--- src/rtl/tank_bullet_ctrl.sv ---
// rtl/tank_bullet_ctrl.sv - per-tank shell spawner/mover, one update per frame_clk edge.
// Optional macro BULLET_BOUNCE_EN: reflect off playfield edges instead of expiring.
module tank_bullet_ctrl #(
  parameter int          MAX_BULLETS = 4,
  parameter logic [7:0]  FIRE_KEY    = 8'h2C,
  parameter int          SPEED       = 4,
  parameter int          LIFETIME    = 300,
  parameter int          COOLDOWN    = 15,
  parameter int          X_MIN       = 0,
  parameter int          X_MAX       = 639,
  parameter int          Y_MIN       = 0,
  parameter int          Y_MAX       = 479
) (
  input  logic                        frame_clk,
  input  logic                        Reset,
  input  logic [31:0]                 keycode,
  input  logic [9:0]                  TankX,
  input  logic [9:0]                  TankY,
  input  logic [7:0]                  sin,
  input  logic [7:0]                  cos,
  output logic [10*MAX_BULLETS-1:0]   BulletX,
  output logic [10*MAX_BULLETS-1:0]   BulletY,
  output logic [MAX_BULLETS-1:0]      BulletActive,
  output logic                        FirePulse,
  output logic [3:0]                  BulletCount
);

  localparam logic signed [15:0] SPEED_S  = 16'(SPEED);
  localparam logic signed [10:0] XMIN_S   = 11'(X_MIN);
  localparam logic signed [10:0] XMAX_S   = 11'(X_MAX);
  localparam logic signed [10:0] YMIN_S   = 11'(Y_MIN);
  localparam logic signed [10:0] YMAX_S   = 11'(Y_MAX);
  localparam logic [9:0]         XMIN_V   = 10'(X_MIN);
  localparam logic [9:0]         XMAX_V   = 10'(X_MAX);
  localparam logic [9:0]         YMIN_V   = 10'(Y_MIN);
  localparam logic [9:0]         YMAX_V   = 10'(Y_MAX);
  localparam logic [8:0]         LIFE_V   = 9'(LIFETIME);
  localparam logic [7:0]         COOL_V   = 8'(COOLDOWN);

  logic [MAX_BULLETS-1:0][9:0]  pos_x;
  logic [MAX_BULLETS-1:0][9:0]  pos_y;
  logic [MAX_BULLETS-1:0][7:0]  vel_x;
  logic [MAX_BULLETS-1:0][7:0]  vel_y;
  logic [MAX_BULLETS-1:0][8:0]  life;
  logic [MAX_BULLETS-1:0]       active;
  logic [7:0]                   cooldown;
  logic                         fire_prev;

  logic                         fire_now;
  logic                         has_free;
  logic [2:0]                   alloc_idx;
  logic                         accept;
  logic signed [15:0]           prod_x;
  logic signed [15:0]           prod_y;
  logic [7:0]                   spawn_vx;
  logic [7:0]                   spawn_vy;
  logic [MAX_BULLETS-1:0][10:0] next_x;
  logic [MAX_BULLETS-1:0][10:0] next_y;
  logic [MAX_BULLETS-1:0]       lo_x, hi_x, lo_y, hi_y;
  logic [MAX_BULLETS-1:0]       act_next;
  logic [3:0]                   count_next;

  assign BulletX      = pos_x;
  assign BulletY      = pos_y;
  assign BulletActive = active;

  always_comb begin
    fire_now = (keycode[7:0]   == FIRE_KEY) || (keycode[15:8]  == FIRE_KEY) ||
               (keycode[23:16] == FIRE_KEY) || (keycode[31:24] == FIRE_KEY);
  end

  // Descending scan so the lowest free index is the one left standing.
  always_comb begin
    has_free  = 1'b0;
    alloc_idx = 3'd0;
    for (int i = MAX_BULLETS - 1; i >= 0; i--) begin
      if (!active[i]) begin
        has_free  = 1'b1;
        alloc_idx = 3'(i);
      end
    end
  end

  assign accept = fire_now && !fire_prev && (cooldown == 8'd0) && has_free;

  // Q1.7 direction times speed; >>>7 floors toward -inf, then keep 8 bits.
  assign prod_x   = $signed({{8{cos[7]}}, cos}) * SPEED_S;
  assign prod_y   = $signed({{8{sin[7]}}, sin}) * SPEED_S;
  assign spawn_vx = 8'(prod_x >>> 7);
  assign spawn_vy = 8'(prod_y >>> 7);

  always_comb begin
    for (int i = 0; i < MAX_BULLETS; i++) begin
      next_x[i] = $signed({1'b0, pos_x[i]}) + $signed({{3{vel_x[i][7]}}, vel_x[i]});
      next_y[i] = $signed({1'b0, pos_y[i]}) + $signed({{3{vel_y[i][7]}}, vel_y[i]});
      lo_x[i]   = $signed(next_x[i]) < XMIN_S;
      hi_x[i]   = $signed(next_x[i]) > XMAX_S;
      lo_y[i]   = $signed(next_y[i]) < YMIN_S;
      hi_y[i]   = $signed(next_y[i]) > YMAX_S;
    end
  end

  always_comb begin
    act_next   = active;
    count_next = 4'd0;
    for (int i = 0; i < MAX_BULLETS; i++) begin
      if (accept && (alloc_idx == 3'(i))) begin
        act_next[i] = 1'b1;
      end else if (active[i]) begin
        if (life[i] == 9'd1) begin
          act_next[i] = 1'b0;
        end
`ifndef BULLET_BOUNCE_EN
        else if (lo_x[i] || hi_x[i] || lo_y[i] || hi_y[i]) begin
          act_next[i] = 1'b0;
        end
`endif
      end
      count_next = count_next + 4'(act_next[i]);
    end
  end

  always_ff @(posedge frame_clk or posedge Reset) begin
    if (Reset) begin
      pos_x       <= '0;
      pos_y       <= '0;
      vel_x       <= '0;
      vel_y       <= '0;
      life        <= '0;
      active      <= '0;
      cooldown    <= 8'd0;
      fire_prev   <= 1'b0;
      FirePulse   <= 1'b0;
      BulletCount <= 4'd0;
    end else begin
      fire_prev   <= fire_now;
      FirePulse   <= accept;
      BulletCount <= count_next;
      active      <= act_next;

      if (accept) begin
        cooldown <= COOL_V;
      end else if (cooldown != 8'd0) begin
        cooldown <= cooldown - 8'd1;
      end

      for (int i = 0; i < MAX_BULLETS; i++) begin
        if (accept && (alloc_idx == 3'(i))) begin
          pos_x[i] <= TankX;
          pos_y[i] <= TankY;
          vel_x[i] <= spawn_vx;
          vel_y[i] <= spawn_vy;
          life[i]  <= LIFE_V;
        end else if (active[i] && (life[i] != 9'd1)) begin
          life[i] <= life[i] - 9'd1;
`ifdef BULLET_BOUNCE_EN
          // Each axis reflects independently; a corner hit flips both.
          if (lo_x[i] || hi_x[i]) begin
            pos_x[i] <= lo_x[i] ? XMIN_V : XMAX_V;
            vel_x[i] <= 8'(-$signed(vel_x[i]));
          end else begin
            pos_x[i] <= next_x[i][9:0];
          end
          if (lo_y[i] || hi_y[i]) begin
            pos_y[i] <= lo_y[i] ? YMIN_V : YMAX_V;
            vel_y[i] <= 8'(-$signed(vel_y[i]));
          end else begin
            pos_y[i] <= next_y[i][9:0];
          end
`else
          if (!(lo_x[i] || hi_x[i] || lo_y[i] || hi_y[i])) begin
            pos_x[i] <= next_x[i][9:0];
            pos_y[i] <= next_y[i][9:0];
          end
`endif
        end
      end
    end
  end

endmodule

--- config.mk ---
export PLATFORM = sky130hd
export DESIGN_NAME = tank_bullet_ctrl
export DESIGN_NICKNAME = d
export VERILOG_FILES = /design/src/rtl/tank_bullet_ctrl.sv
export SDC_FILE = /design/constraint.sdc
export NUM_CORES = 1
export LEC_CHECK = 0
export CAP_MARGIN = 20
export CORE_MARGIN = 8
export CORE_UTILIZATION = 56
export DETAILED_ROUTE_END_ITERATION = 10
export PLACE_DENSITY = 0.82
export SLEW_MARGIN = 20
export SYNTH_ARGS = -nofsm -noshare
export SYNTH_HDL_FRONTEND = slang
export SYNTH_SLANG_ARGS = --single-unit
--- constraint.sdc ---
create_clock -name frame_clk -period 6.1 [get_ports frame_clk]
set_clock_uncertainty 0.1 [all_clocks]
set_input_delay 1.22 -clock frame_clk [delete_from_list [all_inputs] [get_ports frame_clk]]
set_output_delay 1.22 -clock frame_clk [all_outputs]
set_load 0.005 [all_outputs]
==> Yosys cells after proc, flatten, opt, wreduce, memory -nomap -nowiden <==
Index checks and enable logic that the tools add are counted.
{ "word_totals": {"reg_bits": 158, "in_bits": 70, "out_inout_bits": 89} }
{ "op_classes": {"n_addsub": 16, "n_lt_le_gt_ge": 16, "n_eq_ne": 19, "muxes": 58, "n_reduce_logical": 39} }
{ "op_table": {"columns": ["op", "n"], "rows": [
  ["10-bit two-way mux", 24],
  ["11-bit by 3-bit adder with 11-bit output", 8],
  ["11-bit by 1-bit less-than comparator with 1-bit output (second input constant)", 8],
  ["9-bit two-way mux", 8],
  ["11-bit by 10-bit greater-than comparator with 1-bit output (second input constant)", 4],
  ["11-bit greater-than comparator (second input constant)", 4],
  ["9-bit by 1-bit equality test with 1-bit output (second input constant)", 4],
  ["9-bit by 1-bit inequality test with 1-bit output (second input constant)", 4],
  ["9-bit by 1-bit subtractor with 9-bit output (second input constant)", 4],
  ["8-bit by 6-bit equality test with 1-bit output (second input constant)", 4],
  ["1-bit two-way mux", 20],
  ["8-bit two-way mux", 2],
  ["1-bit logical OR", 15],
  ["1-bit logical AND", 11],
  ["2-bit nonzero test", 5],
  ["3-bit two-way mux", 3],
  ["8-bit zero test", 1],
  ["2-bit inequality test (second input constant)", 4],
  ["2-bit AND reduction", 4],
  ["8-bit nonzero test", 1],
  ["8-bit by 1-bit subtractor with 8-bit output (second input constant)", 1],
  ["3-bit by 2-bit equality test with 1-bit output (second input constant)", 2],
  ["3-bit by 1-bit adder with 4-bit output", 1],
  ["2-bit by 1-bit adder with 3-bit output", 1],
  ["5 further kinds", 5]
]} }

==> Depth between registers and ports, before layout <==
{ "logic_depth": {"word_depth": 12, "depth_mapped": 15, "mapped_depth_nobuf": 14} }

==> Least setup slack after synthesis <==
No wires, ideal clock.
{ "synth_timing": {"path_type": "reg-to-reg", "from": "register pos_x (netlist bit BulletX[30])", "to": "register BulletCount[1]", "arrival_time_ps": 3636, "required_time_ps": 5874, "slack_ps": 2238, "stages_incl_launch_ff": 15, "period_less_slack_ps": 3862, "path_cell_list": "dfrtp_1 -> ha_1 -> fa_1 -> a211o_1 -> a21o_1 -> a31oi_4 -> o311a_2 -> o311ai_4 -> a311oi_4 -> nand2_4 -> buf_6 -> nand2_1 -> fa_1 -> ha_1 -> ha_1"} }
{ "synth_via": {"elab_chain_len": 10} }
{ "synth_lines": {"columns": ["item", "line", "rtl"], "rows": [
  ["start: declaration", "40", "logic [MAX_BULLETS-1:0][9:0] pos_x;"],
  ["start signal: indexed assignment", "149", "pos_x[i] <= TankX;"],
  ["start signal: indexed assignment", "172", "pos_x[i] <= next_x[i][9:0];"],
  ["11-bit by 3-bit adder with 11-bit output *", "94", "next_x[i] = $signed({1'b0, pos_x[i]}) + $signed({{3{vel_x[i][7]}}, vel_x[i]});"],
  ["11-bit by 1-bit less-than comparator with 1-bit output or 11-bit greater-than comparator (tied branches)", "96, 97", null],
  ["1-bit logical OR * (3 in a row)", "114", "else if (lo_x[i] || hi_x[i] || lo_y[i] || hi_y[i]) begin"],
  ["1-bit two-way mux *", "114", null],
  ["1-bit two-way mux *", "110", "if (life[i] == 9'd1) begin"],
  ["1-bit two-way mux *", "109", "end else if (active[i]) begin"],
  ["1-bit two-way mux *", "107", "if (accept && (alloc_idx == 3'(i))) begin"],
  ["named net act_next[3]", "60", "logic [MAX_BULLETS-1:0] act_next;"],
  ["3-bit by 1-bit adder with 4-bit output *", "119", "count_next = count_next + 4'(act_next[i]);"],
  ["named net count_next[1]", "61", "logic [3:0] count_next;"],
  ["end signal: assignment", "138", "BulletCount <= count_next;"],
  ["end: declaration", "25", "output logic [3:0] BulletCount"]
]} }
The timed path passes the listed nets; every way through them passes the cells marked *.
A chain may end at the register's enable or synchronous reset.

==> Final worst setup path <==
{ "layout_timing": {"from": "register pos_x (netlist bit BulletX[0])", "to": "register BulletCount[1]"} }
{ "layout_via": {"elab_chain_len": 12} }
{ "layout_lines": {"columns": ["item", "line"], "rows": [
  ["11-bit by 3-bit adder with 11-bit output *", "94"],
  ["11-bit by 1-bit less-than comparator with 1-bit output or 11-bit greater-than comparator (tied branches)", "96, 97"],
  ["1-bit logical OR * (3 in a row)", "114"],
  ["1-bit two-way mux *", "114"],
  ["1-bit two-way mux *", "110"],
  ["1-bit two-way mux *", "109"],
  ["1-bit two-way mux *", "107"],
  ["named net act_next[0]", "60"],
  ["1-bit by 1-bit adder with 2-bit output *", "119"],
  ["2-bit by 1-bit adder with 3-bit output *", "119"],
  ["3-bit by 1-bit adder with 4-bit output *", "119"],
  ["named net count_next[1]", "61"]
]} }
Marked as above.

==> out/summary.json <==
{
  "worst_setup_path": {
    "worst_path_max_delay_cell": "sky130_fd_sc_hd__o21ai_4",
    "critical-path-max-stage-delay_ns": 0.73,
    "worstPathBufferInverterCount": 0,
    "critPathMaxFanout": 23,
    "path_common_cell": "sky130_fd_sc_hd__ha_1",
    "critical_path_arrival_ns": 4.64,
    "path_delay_family": "adder cells",
    "worst-setup-path-type": "flop to flop",
    "worst_setup_path_start_kind": "flop",
    "instance_count_on_the_critical_path": 13,
    "cp-end-kind": "flop",
    "rr_worst_depth": 13,
    "worstReg2RegStart": "BulletX[0]",
    "cp.required_ns": 6.32,
    "worstPathCellList": "ha_1 > fa_1 > a21o_1 > a41oi_1 > o21ai_1 > o31ai_4 > xnor2_1 > nor2_1 > o21ai_4 > nand2_1 > fa_1 > ha_1 > ha_1",
    "crit-reg2reg-capture": "BulletCount[1]",
    "ff2ff_setup_slack_ns": 1.68
  },
  "timing": {
    "fin_crit_sh": 0.725,
    "worst_pin_slew_ns": 1.08,
    "achievable-frequency_mhz": 226,
    "final.setup.tns_ns": 0,
    "setup_violations": 0,
    "max_slew_margin": 0.279,
    "drv_slew": 0,
    "timing.final.crit_period_ns": 4.42,
    "unrepaired_setup_endpoints_after_global_routing": "false",
    "report.final.hold_viol_count": 0
  },
  "power": {
    "leakagePower_nw": 5.77,
    "cell_internal_pwr_mw": 1.89,
    "vdd_drop_max_mv": 0.207,
    "p_comb_frac": 0.130,
    "pwrdens_mw_per_mm2": 192,
    "pwr-share-clk": 0.430,
    "pwr-share-seq": 0.440,
    "switching_share": 0.262,
    "total_switching_power_mw": 0.670,
    "total_power_mw": 2.56
  },
  "cells_and_area": {
    "final_layout_size_suffix_gt1_frac": 0.0655,
    "inserted_diodes": 0,
    "area_delta_synth_final_pct": 20.6,
    "finalNetCount": 1516,
    "fillerInstances": 1507
  },
  "yosys": {
    "synth_cell_type_count": 90,
    "synth_area_leaders": "sky130_fd_sc_hd__dfrtp_1 35%, sky130_fd_sc_hd__ha_1 10%, sky130_fd_sc_hd__nand2_1 6.1%",
    "asyncSetResetFlopFracSynth": 1.00,
    "count_of_mapped_cells_out_of_synthesis": 1212,
    "synth_largest_type_area_fraction": 0.355,
    "post-synth-top-area-cell": "sky130_fd_sc_hd__dfrtp_1",
    "post_synth_instance_area_mm2": 0.0111,
    "yosys.cell_count.top_type": "sky130_fd_sc_hd__nand2_1",
    "commonest_cells_post_synth": "181 x sky130_fd_sc_hd__nand2_1, 157 x sky130_fd_sc_hd__dfrtp_1, 108 x sky130_fd_sc_hd__nor2_1",
    "post_syn_nets": 1382,
    "number_of_synthesized_register_bits": 157,
    "synth_enable_flop_cells": 0,
    "synth_flop_cell": "sky130_fd_sc_hd__dfrtp_1",
    "ys.warnings.count": 0,
    "postSynthAreaPerCell_um2": 9.13,
    "synth_sequential_area_ratio": 0.355
  },
  "grt": {
    "grt_pass1_vias": 9762,
    "global_route_wire_length_before_repair_um": 50000,
    "groute.usage.overall": 0.257,
    "initial_antenna_violation_count": 0,
    "grt_start_max_net_pins": 62,
    "grt-ovfl-total": 0
  },
  "min_path": {
    "holdCritStartpoint": "vel_y[16]",
    "hold_path_depth": 2,
    "worstHoldPathType": "flop to flop",
    "hold_path_end": "vel_y[16]"
  },
  "drt": {
    "detailroute.via_count": 9858,
    "vias_per_instance": 6.07,
    "remaining_drc_errors": 0,
    "drt_iter0_markers": 719,
    "routed_wire_length_per_instance_um": 19.1,
    "drt-total-wl_um": 30900,
    "postRouteAntennaNets": 0,
    "drtPass1Iterations": 5
  },
  "run": {
    "maxCapViolCount": 0
  },
  "die": {
    "ios": 159,
    "core.rowCount": 51,
    "coreArea_mm2": 0.0195,
    "die_y_um": 157,
    "chip_width_um": 157,
    "initial_utilization": 0.569,
    "die_area_mm2": 0.0245
  },
  "cts": {
    "clock_latency_ns": 0.43,
    "clock-sinks": 157,
    "cts_resized": 0,
    "ctsHoldBuffers": 0,
    "clk_buf_depth": 2,
    "tritoncts": "yes",
    "cts_htree_levels": 4,
    "cts.clk_slew.worst_paths_ns": 0.06,
    "clk_root_buffer_cell": "sky130_fd_sc_hd__clkbuf_16",
    "cts_post_setup_buffers_inserted": 0,
    "cts_inserted_buffers": 17
  },
  "placement": {
    "finalWeightedCongestion": 0.878,
    "io_buffer_count": 147,
    "dp_hpwl_um": 22000
  },
  "run_status": {
    "run_status": "finished, final reports clean"
  }
}
[registers in the layout, summed over array words and instances (netlist names)]
register,cells
BulletX,40
BulletY,40
life,36
vel_x,12
vel_y,12
cooldown,8
BulletActive,4
BulletCount,3
FirePulse,1
fire_prev,1
[metal layers]
metal / global-route usage / routed length (um) / share of wire
met5: 0 / 0 / 0
met4: 0.111 / 1250 / 0.040
met3: 0.0532 / 2100 / 0.068
met2: 0.427 / 14700 / 0.47
met1: 0.319 / 12900 / 0.42
[worst reg2reg max path: stages (launching register included)]
cell,delay [ns]
sky130_fd_sc_hd__dfrtp_1,0.40
sky130_fd_sc_hd__ha_1,0.24
sky130_fd_sc_hd__fa_1,0.41
sky130_fd_sc_hd__a21o_1,0.20
sky130_fd_sc_hd__a41oi_1,0.21
sky130_fd_sc_hd__o21ai_1,0.17
sky130_fd_sc_hd__o31ai_4,0.26
sky130_fd_sc_hd__xnor2_1,0.18
sky130_fd_sc_hd__nor2_1,0.11
sky130_fd_sc_hd__o21ai_4,0.73
sky130_fd_sc_hd__nand2_1,0.26
sky130_fd_sc_hd__fa_1,0.52
sky130_fd_sc_hd__ha_1,0.25
sky130_fd_sc_hd__ha_1,0.28
[cell type report]
cell class | instances | area (um2) | area share
clock buffers | 20 | 457 | 0.0342
well taps | 265 | 332 | 0.0248
clock inverters | 11 | 141 | 0.0106
repair buffers | 155 | 1540 | 0.115
inverters | 38 | 148 | 0.0111
flip-flops and latches | 157 | 3930 | 0.294
multi-input cells | 977 | 6810 | 0.510
[per-stage QoR]
step	cells	utilization	area (um2)	hold WS, ns	worst slack [ns]
after floorplan	1212	-	11100	0.350	0.545
after global placement	1591	0.655	12700	0.365	1.57
after detailed placement	1591	0.655	12700	0.373	1.52
after CTS	1622	0.685	13300	0.388	1.69
after global routing	1623	0.686	13400	0.407	1.46
final	1623	0.686	13400	0.387	1.68
[cells by family after synthesis]
kind of cell,Yosys count,share of synthesized area
AOI/OAI and AO/OA,264,0.173
xor gates and xnor gates,90,0.0712
other,1,0.000339
adders and majority gates,100,0.119
and+or+nand+nor,483,0.214
DFF,157,0.355
buffers and inverters,78,0.0324
muxes,39,0.0356
[cells in the final DEF, fill, tap and decap left out, types with 34 or more instances in the layout]
cell type	instances
sky130_fd_sc_hd__a21oi_1	75
sky130_fd_sc_hd__clkdlybuf4s50_1	147
sky130_fd_sc_hd__dfrtp_1	157
sky130_fd_sc_hd__ha_1	91
sky130_fd_sc_hd__inv_1	37
sky130_fd_sc_hd__mux2i_1	36
sky130_fd_sc_hd__nand2_1	181
sky130_fd_sc_hd__nand3_1	40
sky130_fd_sc_hd__nor2_1	107
sky130_fd_sc_hd__o21ai_0	43
sky130_fd_sc_hd__xnor2_1	56
sky130_fd_sc_hd__xor2_1	34
[worst max path at each step]
stage	from	end
floorplan	Reset	BulletActive[0]
global placement	keycode[20]	BulletCount[1]
detailed placement	keycode[20]	BulletCount[1]
CTS	BulletX[0]	BulletCount[1]
global route	BulletY[0]	BulletCount[1]
finish	BulletX[0]	BulletCount[1]
[power by group through the flow]
stage          Sequential (mW)  Clock (mW)  Combinational [mW]
2_1_floorplan             1.13           0               0.198
3_3_place_gp              1.14           0               0.308
3_5_place_dp              1.14           0               0.323
4_1_cts                   1.13        1.10               0.329
5_1_grt                   1.13        1.15               0.362
6_report                  1.13        1.10               0.332
(Power assumes the default switching activity.)
